$ cat src/rtl/half_pkg.sv
// Shared half-precision types and constants for the vector packer and the
// min/max/sum reducers that consume its output.
package half_pkg;

  typedef logic [15:0] half_t;

  localparam half_t HALF_ZERO    = 16'h0000;
  localparam half_t HALF_POS_INF = 16'h7C00;
  localparam half_t HALF_NEG_INF = 16'hFC00;

endpackage

$ cat src/rtl/half_vector_pack_if.sv
// Element stream in, assembled vector out. The packer sits on the slave side.
interface half_vector_pack_if
  import half_pkg::*;
#(
  parameter int WIDTH = 16,
  parameter int CW    = $clog2(WIDTH + 1)
) ();

  logic          in_valid;
  logic          in_ready;
  half_t         in_data;
  logic          in_last;
  logic          out_valid;
  logic          out_ready;
  half_t         vector_c [WIDTH];
  logic [CW-1:0] out_count;

  modport master (
    output in_valid, in_data, in_last, out_ready,
    input  in_ready, out_valid, vector_c, out_count
  );

  modport slave (
    input  in_valid, in_data, in_last, out_ready,
    output in_ready, out_valid, vector_c, out_count
  );

endinterface

$ cat src/rtl/half_vector_bank.sv
// One vector buffer: writes an element at idx and, when the vector closes,
// replicates that element into every higher lane and latches the real count.
module half_vector_bank
  import half_pkg::*;
#(
  parameter int WIDTH = 16,
  parameter int CW    = $clog2(WIDTH + 1)
) (
  input  logic          clk,
  input  logic          rst,
  input  logic          wr_en,
  input  logic          complete,
  input  logic [CW-1:0] idx,
  input  half_t         data,
  output half_t         lanes [WIDTH],
  output logic [CW-1:0] count
);

  always_ff @(posedge clk) begin
    if (rst) begin
      for (int j = 0; j < WIDTH; j++) lanes[j] <= HALF_ZERO;
      count <= '0;
    end else if (wr_en) begin
      // Lanes above idx take the closing element so a min/max is unaffected.
      for (int j = 0; j < WIDTH; j++) begin
        if (j == int'(idx) || (complete && j > int'(idx))) lanes[j] <= data;
      end
      if (complete) count <= idx + CW'(1);
    end
  end

endmodule

$ cat src/rtl/half_vector_pack.sv
// Serial-to-vector packer with ping-pong banks: one bank fills while the
// other is held for the downstream reducer.
module half_vector_pack
  import half_pkg::*;
#(
  parameter int WIDTH = 16,
  parameter int CW    = $clog2(WIDTH + 1)
) (
  input  logic               clk,
  input  logic               rst,
  half_vector_pack_if.slave  bus
);

  logic [CW-1:0] cnt;
  logic          wr_sel;
  logic          rd_sel;
  logic [1:0]    full;

  logic          in_ready_i;
  logic          out_valid_i;
  logic          accept;
  logic          complete;
  logic          xfer;
  logic [1:0]    wr_en;

  half_t         lanes0 [WIDTH];
  half_t         lanes1 [WIDTH];
  logic [CW-1:0] count0;
  logic [CW-1:0] count1;

  assign in_ready_i  = !full[wr_sel];
  assign out_valid_i = full[rd_sel];
  assign accept      = bus.in_valid && in_ready_i;
  assign complete    = accept && (bus.in_last || cnt == CW'(WIDTH - 1));
  assign xfer        = out_valid_i && bus.out_ready;
  assign wr_en       = {accept && wr_sel, accept && !wr_sel};

  // A completing write and a release always target different banks.
  always_ff @(posedge clk) begin
    if (rst) begin
      cnt    <= '0;
      wr_sel <= 1'b0;
      rd_sel <= 1'b0;
      full   <= 2'b00;
    end else begin
      if (accept) cnt <= complete ? '0 : cnt + CW'(1);
      if (complete) begin
        full[wr_sel] <= 1'b1;
        wr_sel       <= ~wr_sel;
      end
      if (xfer) begin
        full[rd_sel] <= 1'b0;
        rd_sel       <= ~rd_sel;
      end
    end
  end

  half_vector_bank #(.WIDTH(WIDTH), .CW(CW)) u_bank0 (
    .clk      (clk),
    .rst      (rst),
    .wr_en    (wr_en[0]),
    .complete (complete),
    .idx      (cnt),
    .data     (bus.in_data),
    .lanes    (lanes0),
    .count    (count0)
  );

  half_vector_bank #(.WIDTH(WIDTH), .CW(CW)) u_bank1 (
    .clk      (clk),
    .rst      (rst),
    .wr_en    (wr_en[1]),
    .complete (complete),
    .idx      (cnt),
    .data     (bus.in_data),
    .lanes    (lanes1),
    .count    (count1)
  );

  assign bus.in_ready  = in_ready_i;
  assign bus.out_valid = out_valid_i;
  assign bus.out_count = rd_sel ? count1 : count0;

  always_comb begin
    for (int j = 0; j < WIDTH; j++) bus.vector_c[j] = rd_sel ? lanes1[j] : lanes0[j];
  end

endmodule

$ cat src/flat_wrapper.sv
// flat-port wrapper written by rule: the top's interface ports become plain ports
module half_vector_pack_flat import half_pkg::*;
#(
  parameter int WIDTH = 16,
  parameter int CW    = $clog2(WIDTH + 1)
)
  (clk, rst, bus_in_valid, bus_in_data, bus_in_last, bus_out_ready, bus_in_ready, bus_out_valid, bus_vector_c, bus_out_count);
  half_vector_pack_if #(.WIDTH(WIDTH), .CW(CW)) bus_i ();
  input  logic clk;
  input  logic rst;
  input wire logic [$bits(bus_i.in_valid)-1:0] bus_in_valid;
  input wire logic [$bits(bus_i.in_data)-1:0] bus_in_data;
  input wire logic [$bits(bus_i.in_last)-1:0] bus_in_last;
  input wire logic [$bits(bus_i.out_ready)-1:0] bus_out_ready;
  output wire logic [$bits(bus_i.in_ready)-1:0] bus_in_ready;
  output wire logic [$bits(bus_i.out_valid)-1:0] bus_out_valid;
  output wire logic [$bits(bus_i.vector_c)-1:0] bus_vector_c;
  output wire logic [$bits(bus_i.out_count)-1:0] bus_out_count;
  assign bus_i.in_valid = bus_in_valid;
  assign bus_i.in_data = bus_in_data;
  assign bus_i.in_last = bus_in_last;
  assign bus_i.out_ready = bus_out_ready;
  assign bus_in_ready = bus_i.in_ready;
  assign bus_out_valid = bus_i.out_valid;
  assign bus_vector_c = {>>{bus_i.vector_c}};
  assign bus_out_count = bus_i.out_count;
  half_vector_pack #(.WIDTH(WIDTH), .CW(CW)) u_core (.clk(clk), .rst(rst), .bus(bus_i));
endmodule
$ cat config.mk
export PLATFORM = sky130hd
export DESIGN_NAME = half_vector_pack_flat
export DESIGN_NICKNAME = d
export VERILOG_FILES = /design/src/rtl/half_pkg.sv /design/src/rtl/half_vector_pack_if.sv /design/src/rtl/half_vector_bank.sv /design/src/rtl/half_vector_pack.sv /design/src/flat_wrapper.sv
export SDC_FILE = /design/constraint.sdc
export NUM_CORES = 1
export LEC_CHECK = 0
export BUFFER_PORTS_ARGS = -buffer_cell sky130_fd_sc_hd__buf_2
export CORE_ASPECT_RATIO = 1.25
export CORE_MARGIN = 2
export CORE_UTILIZATION = 40
export DETAILED_ROUTE_END_ITERATION = 8
export PLACE_DENSITY_LB_ADDON = 0.12
export SYNTH_ARGS = -nofsm -noshare
export SYNTH_HDL_FRONTEND = slang
export SYNTH_SLANG_ARGS = --single-unit
$ cat constraint.sdc
create_clock -name clk -period 2.55 [get_ports clk]
set_input_delay 0.1275 -clock clk [delete_from_list [all_inputs] [get_ports clk]]
set_output_delay 0.1275 -clock clk [all_outputs]
set_load 0.03 [all_outputs]
==> impl_metrics.yaml <==
placement:
  dp_hpwl_um: 49780
  postPlaceCellArea_um2: 26600
  io_buffers: 283
  gp_congestion: 0.7954
  dp_cells: 3473
final_layout:
  syn_to_final_growth_pct: 16.20
  drive_above_1_share: 0.2658
  layout.nets: 2796
  fin_area_um2: 28510
  filler_cell_count: 5741
  stdcell_count: 3584
yosys:
  synth_ff_type: "dfxtp_1"
  netlist_instances: 2626
  synth-edff-count: 0
  synth_top_area_frac: 0.4332
  ys_ff_latch: 531
  syn_area_um2: 24540
  synth_top_cells_by_count: "dfxtp_1 (531), mux2i_1 (320), nand2_1 (298)"
  ys_warn_count: 0
  ys_types: 58
  yosysMostFrequentCell: "dfxtp_1"
  syn_area_per_cell_um2: 9.345
  syn_nets: 2652
  seq_area_frac_synth: 0.4332
  synth.area.top_cells: "dfxtp_1 (43%), mux2i_1 (13%), mux2_2 (12%)"
  synth.largest_area_cell: "dfxtp_1"
  async_flop_share: 0
timing:
  tightest_slew_ns: 0.8174
  holdWs_ns: 0.02513
  tns_ns: 0
  slew_violations: 0
  fin_crit_sh: 0.9532
  slew_headroom: 0.4551
  clock_skew_ns: 0.01502
  hold_viol: 0
  setup_viol: 0
  rsz0062_at_grt: "no"
  fin_crit_ns: 2.431
  fmax_ghz: 0.4114
grt:
  first_global_vias: 19940
  overflow: 0
  grt_pass1_wl_um: 120100
  track_usage: 0.2426
  grt_max_degree: 157
  antenna_found_initial: 3
worst_setup_path:
  crit_arrival_ns: 2.30
  worstPathMaxFanout: 40
  worstReg2RegStart: "u_core.cnt[0]$_SDFFE_PP0N_"
  r2r_cells: 7
  reg2reg_to: "u_core.u_bank1.lanes[2]$_SDFFE_PP0P_"
  worstPathRequired_ns: 2.42
  r2r_slack_ns: 0.34
  worstSetupPathType: "reg2out"
  startpoint_type: "register"
  end_kind: "primary output"
power:
  peakVddDrop_mv: 0.4918
  p_total_mw: 19.32
  power_density_nw_per_um2: 677.6
  p_leak_nw: 13.07
cts:
  cts_sinks: 531
  cts_tree: "done"
  cts_buffer_depth: 3
  post-cts-setup-buffer-count: 0
  clk_pin_slew_worst_paths_ns: 0.06
  root_buffer: "clkbuf_16"
  numCtsBuffers: 56
  clkLatencyLatePin_ns: 0.62
  cts_max_level: 2
hold_path:
  hp-class: "in2reg"
  whs_path_depth: 3
  min_from: "bus_in_data[12]"
  holdPathEnd: "u_core.u_bank0.lanes[156]$_SDFFE_PP0P_"
floorplanning:
  io_pins: 284
  row_count: 101
  coreArea_um2: 60660
  dieArea_um2: 63360
  die_x_um: 225.5
  dieHeight_um: 280.9
  initial_core_util: 0.4046
run_status:
  outcome: "complete, no violations"
drt:
  wirelength_um: 79460
  num_vias: 20540
  first_pass_iters: 6
  ant_nets: 0
  drtIter0Drc: 1419
  vias_per_cell: 5.732
  wl_per_cell_um: 22.17
  route.detailed.drc: 0
flow_run:
  maxCapViolCount: 0
routing by layer:
metal | share of wire | track usage | wire length [um]
met4 | 0.031 | 0.08270 | 2450
met1 | 0.42 | 0.3006 | 33110
met3 | 0.044 | 0.03670 | 3510
met2 | 0.51 | 0.4269 | 40370
met5 | 0.00020 | 0 | 16
how the worst max path moves through the flow:
| stage | start | end | slack, ns | cells past startpoint |
|---|---|---|---|---|
| 3_5_place_dp | u_core.wr_sel$_SDFFE_PP0P_ | u_core.u_bank0.lanes[135]$_SDFFE_PP0P_ | 0.36 | 4 |
| 5_1_grt | u_core.rd_sel$_SDFFE_PP0P_ | bus_vector_c[47] | 0.05 | 3 |
| 3_3_place_gp | u_core.cnt[0]$_SDFFE_PP0N_ | u_core.u_bank1.lanes[34]$_SDFFE_PP0P_ | 0.38 | 7 |
| 2_1_floorplan | u_core.cnt[0]$_SDFFE_PP0N_ | u_core.u_bank0.lanes[114]$_SDFFE_PP0P_ | 0.53 | 8 |
| 6_report | u_core.rd_sel$_SDFFE_PP0P_ | bus_vector_c[47] | 0.12 | 3 |
| 4_1_cts | u_core.rd_sel$_SDFFE_PP0P_ | bus_vector_c[47] | 0.07 | 3 |
area by class of cell:
cell class,count,area (um2),area share
Antenna cell,2,5.005,0.0001755
Multi-Input combinational cell,1792,12640,0.4433
Clock inverter,18,170.2,0.005968
Tap cell,772,965.9,0.03387
Sequential cell,531,10630,0.3729
Inverter,7,33.78,0.001185
Clock buffer,80,1632,0.05722
Timing Repair Buffer,382,2435,0.08539
logic make-up after synthesis:
kind of cell	synth area share
AO/OA/AOI/OAI	0.1221
buffers and inverters	0.05507
adder cells (fa/ha/maj)	0.002549
multiplexers	0.2517
AND/OR/NAND/NOR	0.1348
XOR/XNOR	0.0007139
flip-flops	0.4332
state kept, by name, indices dropped and copies added, names as in the netlist:
signal	flops
u_core.u_bank0.lanes	256
u_core.u_bank0.count	5
u_core.rd_sel	1
u_core.u_bank1.lanes	256
u_core.cnt	5
u_core.full	2
u_core.u_bank1.count	5
u_core.wr_sel	1
repair_timing:
action / 4_1_cts / 5_1_grt
hold buffers: 11 / 0
setup endpoints to repair: 0 / 0
endpoints found under the hold margin: 60 / 0
gates resized for setup: 0 / 0
worst max-delay path: stages (launching register included):
cell,delay [ns]
dfxtp_4,0.71
buf_12,0.32
mux2_2,0.40
buf_2,0.19
where the power goes:
group | internal [mW] | switching (mW) | leakage, nW
clock | 4.63 | 3.49 | 0.903
combinational | 0.783 | 1.71 | 7.87
sequential | 8.56 | 0.150 | 4.30
total | 14.0 | 5.35 | 13.1
through the flow:
step | util | setup slack, ns
2_1_floorplan | - | 0.5287
3_3_place_gp | 0.4385 | 0.3808
5_1_grt | 0.4701 | 0.05245
3_5_place_dp | 0.4385 | 0.3609
4_1_cts | 0.4700 | 0.07403
6_report | 0.4701 | 0.1194
cells in the final DEF (no fill, tap or decap), types with 11 or more instances in the layout:
master,synthesis,routed
nor2_1,71,71
mux2i_1,320,320
buf_12,0,19
dfxtp_1,531,530
clkbuf_8,0,14
clkinv_2,0,13
dlygate4sd3_1,0,11
nand2_1,298,298
nand3_1,197,197
a21oi_1,211,211
buf_4,12,69
clkbuf_16,0,56
a32oi_1,64,64
mux2_2,262,262
nand2b_1,22,22
o21ai_0,198,198
nor3b_1,67,66
buf_2,45,282
Power figures use the tool's default switching activity.
